File: src/rtl/mux_select_sequencer_pkg.sv
`default_nettype none
// ============================================================================
// mux_select_sequencer_pkg: shared constants, state type and select mapping
// Revision 1.0
// ============================================================================
package mux_select_sequencer_pkg;

    localparam int NUM_CH = 8;
    localparam int SEL_W  = 3;

    typedef enum logic [1:0] {
        ST_IDLE   = 2'd0,
        ST_SCAN   = 2'd1,
        ST_FINISH = 2'd2
    } state_t;

    typedef struct packed {
        logic x;
        logic y;
        logic z;
    } xyz_t;

    // x carries the channel index MSB, z the LSB
    function automatic xyz_t idx_to_xyz(input logic [SEL_W-1:0] idx);
        xyz_t s;
        s.x = idx[2];
        s.y = idx[1];
        s.z = idx[0];
        return s;
    endfunction

endpackage
`default_nettype wire

File: src/rtl/mux_select_sequencer_next_channel_finder.sv
`default_nettype none
// ============================================================================
// next_channel_finder: next higher enabled index and lowest enabled index
// Revision 1.0
// ============================================================================
module next_channel_finder
    import mux_select_sequencer_pkg::*;
(
    input  logic [NUM_CH-1:0] mask,
    input  logic [SEL_W-1:0]  cur_idx,
    output logic [SEL_W-1:0]  next_idx,
    output logic              none,
    output logic [SEL_W-1:0]  lowest_idx,
    output logic              mask_empty
);

    // Scan high to low so the last hit is the smallest qualifying index
    always_comb begin
        next_idx   = '0;
        none       = 1'b1;
        lowest_idx = '0;
        mask_empty = 1'b1;
        for (int i = NUM_CH - 1; i >= 0; i--) begin
            if (mask[i]) begin
                lowest_idx = SEL_W'(i);
                mask_empty = 1'b0;
                if (i > int'(cur_idx)) begin
                    next_idx = SEL_W'(i);
                    none     = 1'b0;
                end
            end
        end
    end

endmodule
`default_nettype wire

File: src/rtl/mux_select_sequencer.sv
`default_nettype none
// ============================================================================
// mux_select_sequencer: walks an enable mask and drives {x,y,z} mux selects
// Revision 1.0
// ============================================================================
module mux_select_sequencer #(
    parameter int DWELL_W = 8,
    parameter int NUM_CH  = 8
) (
    input  logic               clk,
    input  logic               rst_n,
    input  logic               start,
    input  logic               stop,
    input  logic               continuous,
    input  logic [NUM_CH-1:0]  enable_mask,
    input  logic [DWELL_W-1:0] dwell,
    output logic               x,
    output logic               y,
    output logic               z,
    output logic               sel_valid,
    output logic               busy,
    output logic               pass_done,
    output logic               done
);
    import mux_select_sequencer_pkg::*;

    if (NUM_CH != mux_select_sequencer_pkg::NUM_CH) begin : g_num_ch_check
        $error("mux_select_sequencer: NUM_CH must be 8 for a 3-bit select");
    end

    state_t             r_state, w_state;
    logic [SEL_W-1:0]   r_idx, w_idx;
    logic [DWELL_W-1:0] r_cnt, w_cnt;
    logic [DWELL_W-1:0] r_dwell, w_dwell;
    logic [NUM_CH-1:0]  r_mask, w_mask;
    logic               r_cont, w_cont;
    logic               w_sel_valid, w_pass_done, w_done;

    logic [SEL_W-1:0]   w_next_idx, w_live_low;
    logic               w_none, w_live_empty;
    logic [SEL_W-1:0]   unused_cap_low, unused_live_next;
    logic               unused_cap_empty, unused_live_none;
    logic               unused_ok;

    // Stepping uses the captured mask; (re)starts use the live inputs
    next_channel_finder u_cap_finder (
        .mask       (r_mask),
        .cur_idx    (r_idx),
        .next_idx   (w_next_idx),
        .none       (w_none),
        .lowest_idx (unused_cap_low),
        .mask_empty (unused_cap_empty)
    );

    next_channel_finder u_live_finder (
        .mask       (enable_mask),
        .cur_idx    ({SEL_W{1'b0}}),
        .next_idx   (unused_live_next),
        .none       (unused_live_none),
        .lowest_idx (w_live_low),
        .mask_empty (w_live_empty)
    );

    assign unused_ok = ^{unused_cap_low, unused_cap_empty, unused_live_next, unused_live_none};

    always_comb begin
        w_state     = r_state;
        w_idx       = r_idx;
        w_cnt       = r_cnt;
        w_dwell     = r_dwell;
        w_mask      = r_mask;
        w_cont      = r_cont;
        w_sel_valid = 1'b0;
        w_pass_done = 1'b0;
        w_done      = 1'b0;
        case (r_state)
            ST_IDLE: begin
                if (start && !stop) begin
                    w_mask  = enable_mask;
                    w_dwell = dwell;
                    w_cont  = continuous;
                    if (!w_live_empty) begin
                        w_state     = ST_SCAN;
                        w_idx       = w_live_low;
                        w_cnt       = dwell;
                        w_sel_valid = 1'b1;
                    end else begin
                        w_state = ST_FINISH;
                    end
                end
            end
            ST_SCAN: begin
                if (stop) begin
                    w_state = ST_IDLE;
                end else if (r_cnt != '0) begin
                    w_cnt       = r_cnt - 1'b1;
                    w_sel_valid = 1'b1;
                end else if (!w_none) begin
                    w_idx       = w_next_idx;
                    w_cnt       = r_dwell;
                    w_sel_valid = 1'b1;
                end else begin
                    // Pass boundary: continuous mode re-samples and restarts gap-free
                    w_pass_done = 1'b1;
                    if (r_cont) begin
                        w_mask  = enable_mask;
                        w_dwell = dwell;
                        w_cont  = continuous;
                        if (!w_live_empty) begin
                            w_idx       = w_live_low;
                            w_cnt       = dwell;
                            w_sel_valid = 1'b1;
                        end else begin
                            w_state = ST_FINISH;
                        end
                    end else begin
                        w_state = ST_FINISH;
                    end
                end
            end
            ST_FINISH: begin
                w_state = ST_IDLE;
                w_done  = !stop;
            end
            default: begin
                w_state = ST_IDLE;
            end
        endcase
    end

    always_ff @(posedge clk or negedge rst_n) begin
        if (!rst_n) begin
            r_state   <= ST_IDLE;
            r_idx     <= '0;
            r_cnt     <= '0;
            r_dwell   <= '0;
            r_mask    <= '0;
            r_cont    <= 1'b0;
            sel_valid <= 1'b0;
            pass_done <= 1'b0;
            done      <= 1'b0;
        end else begin
            r_state   <= w_state;
            r_idx     <= w_idx;
            r_cnt     <= w_cnt;
            r_dwell   <= w_dwell;
            r_mask    <= w_mask;
            r_cont    <= w_cont;
            sel_valid <= w_sel_valid;
            pass_done <= w_pass_done;
            done      <= w_done;
        end
    end

    assign {x, y, z} = idx_to_xyz(r_idx);
    assign busy      = (r_state != ST_IDLE);

endmodule
`default_nettype wire

File: config.mk
export PLATFORM = sky130hd
export DESIGN_NAME = mux_select_sequencer
export DESIGN_NICKNAME = d
export VERILOG_FILES = /design/src/rtl/mux_select_sequencer_pkg.sv /design/src/rtl/mux_select_sequencer_next_channel_finder.sv /design/src/rtl/mux_select_sequencer.sv
export SDC_FILE = /design/constraint.sdc
export NUM_CORES = 1
export LEC_CHECK = 0
export ABC_AREA = 1
export CORE_UTILIZATION = 59
export CTS_CLUSTER_SIZE = 16
export DETAILED_ROUTE_END_ITERATION = 12
export PLACE_DENSITY = 0.85
export SETUP_SLACK_MARGIN = 0.3
export SYNTH_ARGS = -nofsm -noshare
export SYNTH_HDL_FRONTEND = slang
export SYNTH_SLANG_ARGS = --single-unit
File: constraint.sdc
create_clock -name clk -period 2.64 [get_ports clk]
set_input_delay 0.264 -clock clk [delete_from_list [all_inputs] [get_ports clk]]
set_output_delay 0.264 -clock clk [all_outputs]
set_load 0.05 [all_outputs]
==> impl_metrics.toml, run 1 <==
[outcome]
run_status = "finished clean"

[sta]
tns_ns = 0
post-route-period-util_pct = 82.3
maxSlewViolCount = 0
final_hold_viol_count = 0
relSlewSlack_pct = 66.4
worst_slew_pin_slew_ns = 0.503
whs_ns = 0.319
max_freq_mhz = 460
setup_violations = 0
clock_skew_ns = 0.00940
min_period_ns = 2.17
setup_ws_ns = 0.468
grt_setup_unrepaired = "no"

[power]
p_per_area_nw_per_um2 = 948
p_leak_uw = 0.00117
peakVddDrop_v = 0.000587

[grt]
antenna_found_initial = 0
grtUsageTotal_pct = 27.8
grt_max_degree = 33
grt_overflow = 0
grt_pass1_vias = 1799
grt_first_pass_wirelength_mm = 7.69

[place]
dp_worst_setup_slack_ns = 0.457
place.gp.congestion = 0.883
placed_area_um2 = 2400
dp_hpwl_mm = 3.44
dpl.cell_count = 356
numPortBuffers = 27

[clocking]
postCtsSetupBuffers = 0
max-clock-path-buffers = 2
cts_root_buf = "clkbuf_4"
postCtsHoldBufs = 0
htree_num_levels = 2
clk_pin_slew_ns = 0.10
cts_tree = "built"
clkSinkCount = 32
insertion_delay_ns = 0.34
cts_inserted_buffers = 5

[logic_synthesis]
synth_cell_types = 33
synth_top_area_share_pct = 37.6
synth_edf_count = 0
syn-num-nets = 311
synth-seq-area-share_pct = 37.6
synth_fa_ha_area_share_pct = 0.588
syn_inst = 289
synth_commonest_cells = "nand2_1, dfrtp_1, inv_1"
synth_top_family_by_area = "simple AND/OR/NAND/NOR gates"
synth-compound-area-share_pct = 15.6
syn_area_um2 = 2130
synth.most_common_cell = "nand2_1"
synth_seq_cells = 32
yosysWarnings = 0
yosys-top-cells-area = "dfrtp_1, nand2_1, o21ai_2"
synth_async_sr_flop_share_pct = 100
yosysTopAreaCell = "dfrtp_1"
synth-xor-area-share_pct = 1.65
yosys_most_used_dff = "dfrtp_1"
muxShareOfSynthArea_pct = 0
synth-simple-area-share_pct = 34.6
avgSynthCellArea_um2 = 7.36

[route]
drt_iter0_markers = 115
drt_first_pass_iters = 4
drt_wl_total_mm = 4.58
ant_nets = 0
drc = 0
avgViaCountPerCell = 5.38
dr_total_vias = 1952
routedWlPerCell_um = 12.6

[setup_path]
rrSetupSlack_ns = 0.47
cp_max_fo = 27
critical_path_required_ns = 2.87
r2r-end = "r_dwell[2]$_DFFE_PN0P_"
ff2ff_path_depth = 13
worst-setup-path-type = "reg2reg"
cp-startpoint = "r_cnt[0]$_DFFE_PN0P_"
worstSetupEndpointType = "register"
r2r_start = "r_cnt[0]$_DFFE_PN0P_"
start_kind = "register"
cp_data_arrival_time_ns = 2.40

[floorplanning]
die_width_um = 62.1
io_pins = 28
rows = 21
die-area_um2 = 3850
core_area_um2 = 3390
die_h_um = 62.1
initial_core_util_pct = 62.8

[finish]
diodes = 0
drive_gt1_share_pct = 14.5
area_growth_pct = 16.3
final_area_um2 = 2480
finalNonFillerCells = 363
finalNetCount = 339

[min_path]
worst_hold_path_type = "in2async"

[run]
maxCapViolCount = 0
[timing repair]
item / 4_1_cts / 5_1_grt
gates resized for setup: 0 / 1
setup endpoints to repair: 0 / 14
hold endpoints to repair: 0 / 0
[power breakdown]
group | switching (uW) | internal, uW
combinational | 729 | 415
clock | 167 | 151
sequential | 191 | 694
total | 1090 | 1260
[flip-flops by register name, indices dropped and copies added (netlist names)]
name	count
r_mask	7
r_idx	3
done	1
r_cnt	8
pass_done	1
r_dwell	8
sel_valid	1
r_cont	1
r_state	2
[critical path, stage by stage, from the launching register on]
cell	delay, ns
dfrtp_1	0.41
inv_1	0.13
ha_1	0.20
inv_1	0.06
nor2_2	0.09
nand2_1	0.10
nor2_2	0.13
nor2_1	0.07
inv_2	0.21
nand2_2	0.12
nor2_4	0.19
nand2_8	0.17
nand2_1	0.12
o21ai_2	0.05
[cells by family after synthesis]
logic type,after synthesis
and+or+nand+nor,156
adders and majority gates,1
AOI/OAI and AO/OA,51
buffers and inverters,45
xor gates and xnor gates,4
DFF,32
[how the worst max path moves through the flow]
stage | end | slack (ns) | depth (start not counted)
finish | r_dwell[2]$_DFFE_PN0P_ | 0.47 | 13
global route | r_dwell[0]$_DFFE_PN0P_ | 0.30 | 13
CTS | r_dwell[2]$_DFFE_PN0P_ | 0.44 | 13
detailed placement | r_dwell[2]$_DFFE_PN0P_ | 0.46 | 13
global placement | r_mask[4]$_DFFE_PN0P_ | 0.57 | 13
floorplan | r_mask[4]$_DFFE_PN0P_ | 0.81 | 10
[cells in the final DEF, fill, tap and decap left out, drive strengths merged, types with 3 or more instances in the layout]
cell,netlist,layout
buf,9,3
a21oi,9,9
nor2,38,38
inv,36,36
nand3,26,26
clkbuf,0,7
nand2,80,80
o21ai,35,35
nand3b,3,3
dfrtp,32,32
clkdlybuf4s50,0,27
nand4,6,6
[final cells by class]
type	instances	area, um^2
sequential	32	801
tap	46	57.6
inverter	36	135
fill	260	913
multi-input combinational	212	1120
clock buffer	7	65.1
timing repair buffer	30	293
[stage by stage]
step / util (%) / total power (uW)
final: 73.1 / 2350
after global routing: 73.1 / 2540
after CTS: 72.8 / 2340
after detailed placement: 70.9 / 2030
after global placement: 70.9 / 2000
after floorplan: - / 1780
[layer usage]
metal / wire length, um / vias to the layer above / track usage, %
met5: 0 / - / 0
met4: 74 / 0 / 9.52
met3: 218 / 10 / 5.59
met2: 2160 / 51 / 44.7
met1: 2130 / 899 / 37.5
li1: - / 992 / -
Power figures use the tool's default switching activity.
==> run 2, diff against run 1 <==
--- a/config.mk
+++ b/config.mk
@@ -6,10 +6,10 @@
 export NUM_CORES = 1
 export LEC_CHECK = 0
 export ABC_AREA = 1
-export CORE_UTILIZATION = 59
+export CORE_UTILIZATION = 50
 export CTS_CLUSTER_SIZE = 16
 export DETAILED_ROUTE_END_ITERATION = 12
-export PLACE_DENSITY = 0.85
+export PLACE_DENSITY = 0.76
 export SETUP_SLACK_MARGIN = 0.3
 export SYNTH_ARGS = -nofsm -noshare
 export SYNTH_HDL_FRONTEND = slang
==> constraint.sdc (replaced) <==
create_clock -name clk -period 1.9 [get_ports clk]
set_input_delay 0.19 -clock clk [delete_from_list [all_inputs] [get_ports clk]]
set_output_delay 0.19 -clock clk [all_outputs]
set_load 0.05 [all_outputs]
==> impl_metrics.toml, run 2 (synthesis results as in run 1) <==
[floorplanning]
core_area_um2 = 4060
rows = 23
initial_core_util_pct = 52.5
die_h_um = 67.2
io_pins = 28
die-area_um2 = 4520
die_width_um = 67.2

[sta]
final_hold_viol_count = 0
worst_slew_pin_slew_ns = 0.501
max_freq_mhz = 575
min_period_ns = 1.74
relSlewSlack_pct = 66.5
clock_skew_ns = 0.00758
grt_setup_unrepaired = "yes"
setup_violations = 0
setup_ws_ns = 0.159
maxSlewViolCount = 0
post-route-period-util_pct = 91.6

[route]
dr_total_vias = 2184
avgViaCountPerCell = 5.46
routedWlPerCell_um = 14.3
drc = 0
ant_nets = 0
drt_first_pass_iters = 5
drt_iter0_markers = 182
drt_wl_total_mm = 5.73

[outcome]
run_status = "finished clean"

[place]
dp_hpwl_mm = 3.68
place.gp.congestion = 0.894
dp_worst_setup_slack_ns = -0.00566
numPortBuffers = 27

[finish]
area_growth_pct = 38.3
mostFrequentLayoutCell = "nand2_1"
diodes = 0
top_regs = "r_cnt x8, r_dwell x8, r_mask x7"
drive_gt1_share_pct = 30.9
fill_cells = 306
final_cell_mix = "nand2_1, dfrtp_1, nor2_1, inv_1, buf_4"
finalNetCount = 371

[setup_path]
critical_path_required_ns = 2.08
worstSetupEndpointType = "register"
worst-setup-path-type = "reg2reg"
cp_max_fo = 7
cp_data_arrival_time_ns = 1.92
start_kind = "register"

[grt]
grt_pass1_vias = 2072
grt_max_degree = 33
grt_overflow = 0
antenna_found_initial = 0
grtUsageTotal_pct = 27.8
grt_first_pass_wirelength_mm = 9.29

[clocking]
insertion_delay_ns = 0.29
cts_root_buf = "clkbuf_8"
cts_tree = "built"
cts_inserted_buffers = 5
htree_num_levels = 2
clkSinkCount = 32
max-clock-path-buffers = 2
postCtsHoldBufs = 0
clk_pin_slew_ns = 0.07

[run]
maxCapViolCount = 0

[power]
p_per_area_nw_per_um2 = 1320
power_uw = 3890
peakVddDrop_v = 0.000875
p_leak_uw = 0.00142

[min_path]
worst_hold_path_type = "in2async"
==> run 2: final timing paths <==
check                                        from                endpoint  slack (ns)  cells past startpoint
setup / recovery             r_cnt[0]$_DFFE_PN0P_  r_dwell[7]$_DFFE_PN0P_        0.16                     14
hold / removal                              rst_n  r_state[1]$_DFFE_PN0P_        0.31                      2
setup reg to reg             r_cnt[0]$_DFFE_PN0P_  r_dwell[7]$_DFFE_PN0P_        0.16                     14
hold reg to reg            r_dwell[0]$_DFFE_PN0P_  r_dwell[0]$_DFFE_PN0P_        0.49                      2
max in group asynchronous                   rst_n    r_idx[1]$_DFFE_PN0P_        1.26                      2
min in group clk                         dwell[2]  r_dwell[2]$_DFFE_PN0P_        0.47                      3
==> run 2: report_power, final <==
part | total (uW) | internal [uW] | leakage, uW | switching, uW
clock network | 543 | 295 | 0.0000455 | 248
registers | 1280 | 974 | 0.000393 | 305
logic | 2070 | 813 | 0.000977 | 1250
==> run 2: worst max-delay path, cell delays in order, from the launching register on <==
cell	delay (ns)
dfrtp_1	0.40
inv_2	0.08
ha_4	0.13
inv_2	0.04
nor2_4	0.08
nand2_2	0.08
nor2_4	0.11
nor2_2	0.05
inv_2	0.08
nand2_4	0.07
nor2_4	0.12
buf_6	0.15
nand2_8	0.09
nand2_2	0.08
nand2_1	0.06
==> run 2: what timing repair did <==
action	4_1_cts	5_1_grt
cloned	2	1
endpoints found under the setup margin	34	33
buffers inserted	16	2
pin swaps	8	6
gates resized for setup	22	15
==> run 2: area by class of cell <==
type                    instances  area (um^2)  area share [%]
multi-input cells             215         1300            44.1
inverters                      36          144            4.89
repair buffers                 59          544            18.5
flip-flops and latches         32          805            27.3
well taps                      50         62.6            2.12
clock buffers                   8         90.1            3.06
==> run 2: metal layers <==
layer | track usage [%] | wire (um) | up-vias
li1 | - | - | 1063
met1 | 34.0 | 2430 | 1015
met3 | 6.08 | 327 | 21
met5 | 0 | 0 | -
met4 | 14.4 | 176 | 0
met2 | 45.5 | 2800 | 85
==> run 2: stage by stage <==
stage	utilization (%)	hold WS [ns]	TNS, ns	std cells	instance area (um^2)
after global placement	62.9	0.453	0	371	2550
after global routing	72.6	0.365	0	400	2940
final	72.6	0.311	0	400	2940
after floorplan	-	-0.106	0	289	2190
after CTS	70.7	0.328	0	397	2870
after detailed placement	62.9	0.455	-0.00566	371	2550
==> run 3, diff against run 2 <==
--- a/config.mk
+++ b/config.mk
@@ -6,11 +6,12 @@
 export NUM_CORES = 1
 export LEC_CHECK = 0
 export ABC_AREA = 1
-export CORE_UTILIZATION = 50
+export CORE_UTILIZATION = 55
 export CTS_CLUSTER_SIZE = 16
 export DETAILED_ROUTE_END_ITERATION = 12
-export PLACE_DENSITY = 0.76
+export PLACE_DENSITY = 0.8
 export SETUP_SLACK_MARGIN = 0.3
+export SKIP_CTS_REPAIR_TIMING = 1
 export SYNTH_ARGS = -nofsm -noshare
 export SYNTH_HDL_FRONTEND = slang
 export SYNTH_SLANG_ARGS = --single-unit
==> constraint.sdc (replaced) <==
create_clock -name clk -period 1.94 [get_ports clk]
set_input_delay 0.194 -clock clk [delete_from_list [all_inputs] [get_ports clk]]
set_output_delay 0.194 -clock clk [all_outputs]
set_load 0.05 [all_outputs]
==> impl_metrics.toml, run 3 (synthesis results as in run 1) <==
[finish]
drive_gt1_share_pct = 29.1
mostFrequentLayoutCell = "nand2_1"
top_regs = "r_cnt x8, r_dwell x8, r_mask x7"
diodes = 0
area_growth_pct = 34.8
postLayoutCoreUtil_pct = 77.8
final_area_um2 = 2870
finalNetCount = 365
final_cell_mix = "nand2_1, dfrtp_1, inv_1, nor2_1, nand3_1"
fill_cells = 267

[power]
peakVddDrop_v = 0.000868
power_uw = 3840
p_per_area_nw_per_um2 = 1340
p_leak_uw = 0.00136

[clocking]
clkSinkCount = 32
cts_tree = "built"
insertion_delay_ns = 0.30
cts_root_buf = "clkbuf_8"
htree_num_levels = 2
max-clock-path-buffers = 2
clk_pin_slew_ns = 0.08
cts_inserted_buffers = 5

[min_path]
worst_hold_path_type = "in2async"

[setup_path]
critPathSlowestCell = "dfrtp_1"
start_kind = "register"
path_cells = "inv_2, ha_4, inv_2, nor2_4, nand2_2, nor2_4, nor2_2, inv_2, nand2_4, nor2_4, buf_12, nand2_8, nand2_1, o21ai_2"
critical_path_required_ns = 2.14
worstSetupEndpointType = "register"
worst-setup-path-type = "reg2reg"
rrSetupSlack_ns = 0.14
r2r_start = "r_cnt[1]$_DFFE_PN0P_"
cp_data_arrival_time_ns = 2.00
cp_max_fo = 14
crit_path_max_incr_delay_ns = 0.42
r2r-end = "r_dwell[2]$_DFFE_PN0P_"
ff2ff_path_depth = 14

[floorplanning]
io_pins = 28
core_area_um2 = 3690
die_h_um = 64.2
initial_core_util_pct = 57.7
rows = 22
die_width_um = 64.2
die-area_um2 = 4120

[place]
dp_worst_setup_slack_ns = 0.0605
place.gp.congestion = 0.852
numPortBuffers = 27
placed_area_um2 = 2520
dp_hpwl_mm = 3.57

[sta]
max_freq_mhz = 554
clock_skew_ns = 0.00339
grt_setup_unrepaired = "yes"
worst_slew_pin_slew_ns = 0.508
final_hold_viol_count = 0
setup_violations = 0
relSlewSlack_pct = 66.1
maxSlewViolCount = 0
post-route-period-util_pct = 93.0
min_period_ns = 1.80
tns_ns = 0
setup_ws_ns = 0.135

[route]
avgViaCountPerCell = 5.45
ant_nets = 0
drt_first_pass_iters = 4
drt_iter0_markers = 154
dr_total_vias = 2138
drc = 0
routedWlPerCell_um = 14.2
drt_wl_total_mm = 5.57

[outcome]
run_status = "finished clean"

[grt]
antenna_found_initial = 0
grt_overflow = 0
grt_first_pass_wirelength_mm = 8.38
grt_pass1_vias = 1867
grt_max_degree = 33
grtUsageTotal_pct = 26.4

[run]
maxCapViolCount = 0
run 3: critical path: cells and delay by family, from the launching register on:
kind                     cells  cell delay (ns)
AND/OR/NAND/NOR              8             0.77
flip-flops                   1             0.42
buffers and inverters        4             0.32
adder cells (fa/ha/maj)      1             0.13
AO/OA/AOI/OAI                1             0.05
run 3: worst max path at each step:
stage               cells past startpoint            startpoint                endpoint  slack (ns)
floorplan                              14  r_cnt[0]$_DFFE_PN0P_   r_mask[5]$_DFFE_PN0P_        0.22
global placement                       13  r_cnt[0]$_DFFE_PN0P_  r_dwell[2]$_DFFE_PN0P_        0.15
detailed placement                     13  r_cnt[0]$_DFFE_PN0P_  r_dwell[2]$_DFFE_PN0P_        0.06
CTS                                    13  r_cnt[0]$_DFFE_PN0P_  r_dwell[3]$_DFFE_PN0P_        0.05
global route                           14  r_cnt[1]$_DFFE_PN0P_  r_dwell[2]$_DFFE_PN0P_       0.002
finish                                 14  r_cnt[1]$_DFFE_PN0P_  r_dwell[2]$_DFFE_PN0P_        0.14
run 3: final cells by class:
type	count	area, um^2	share of cell area (%)
Multi-Input combinational cell	214	1250	43.7
Sequential cell	32	805	28.0
Timing Repair Buffer	54	519	18.1
Inverter	36	140	4.88
Clock buffer	5	68.8	2.40
Tap cell	48	60.1	2.09
Clock inverter	3	23.8	0.829
run 3: through the flow:
stage	std cells	hold slack, ns
floorplan	289	-0.102
global placement	368	0.449
detailed placement	368	0.458
CTS	376	0.317
global route	392	0.332
finish	392	0.294
run 3: power breakdown:
part / internal, uW / switching, uW / total [uW]
Combinational: 825 / 1220 / 2040
Clock: 254 / 302 / 556
Sequential: 952 / 296 / 1250
Total: 2030 / 1810 / 3840
run 3: per-layer routing:
metal	share of wire [%]	wire, um	track usage, %	vias to the layer above
li1	-	-	-	1053
met1	42	2350	34.0	991
met2	50	2790	44.3	87
met3	6.2	346	4.82	7
met4	1.4	76	8.89	0
met5	0	0	0	-
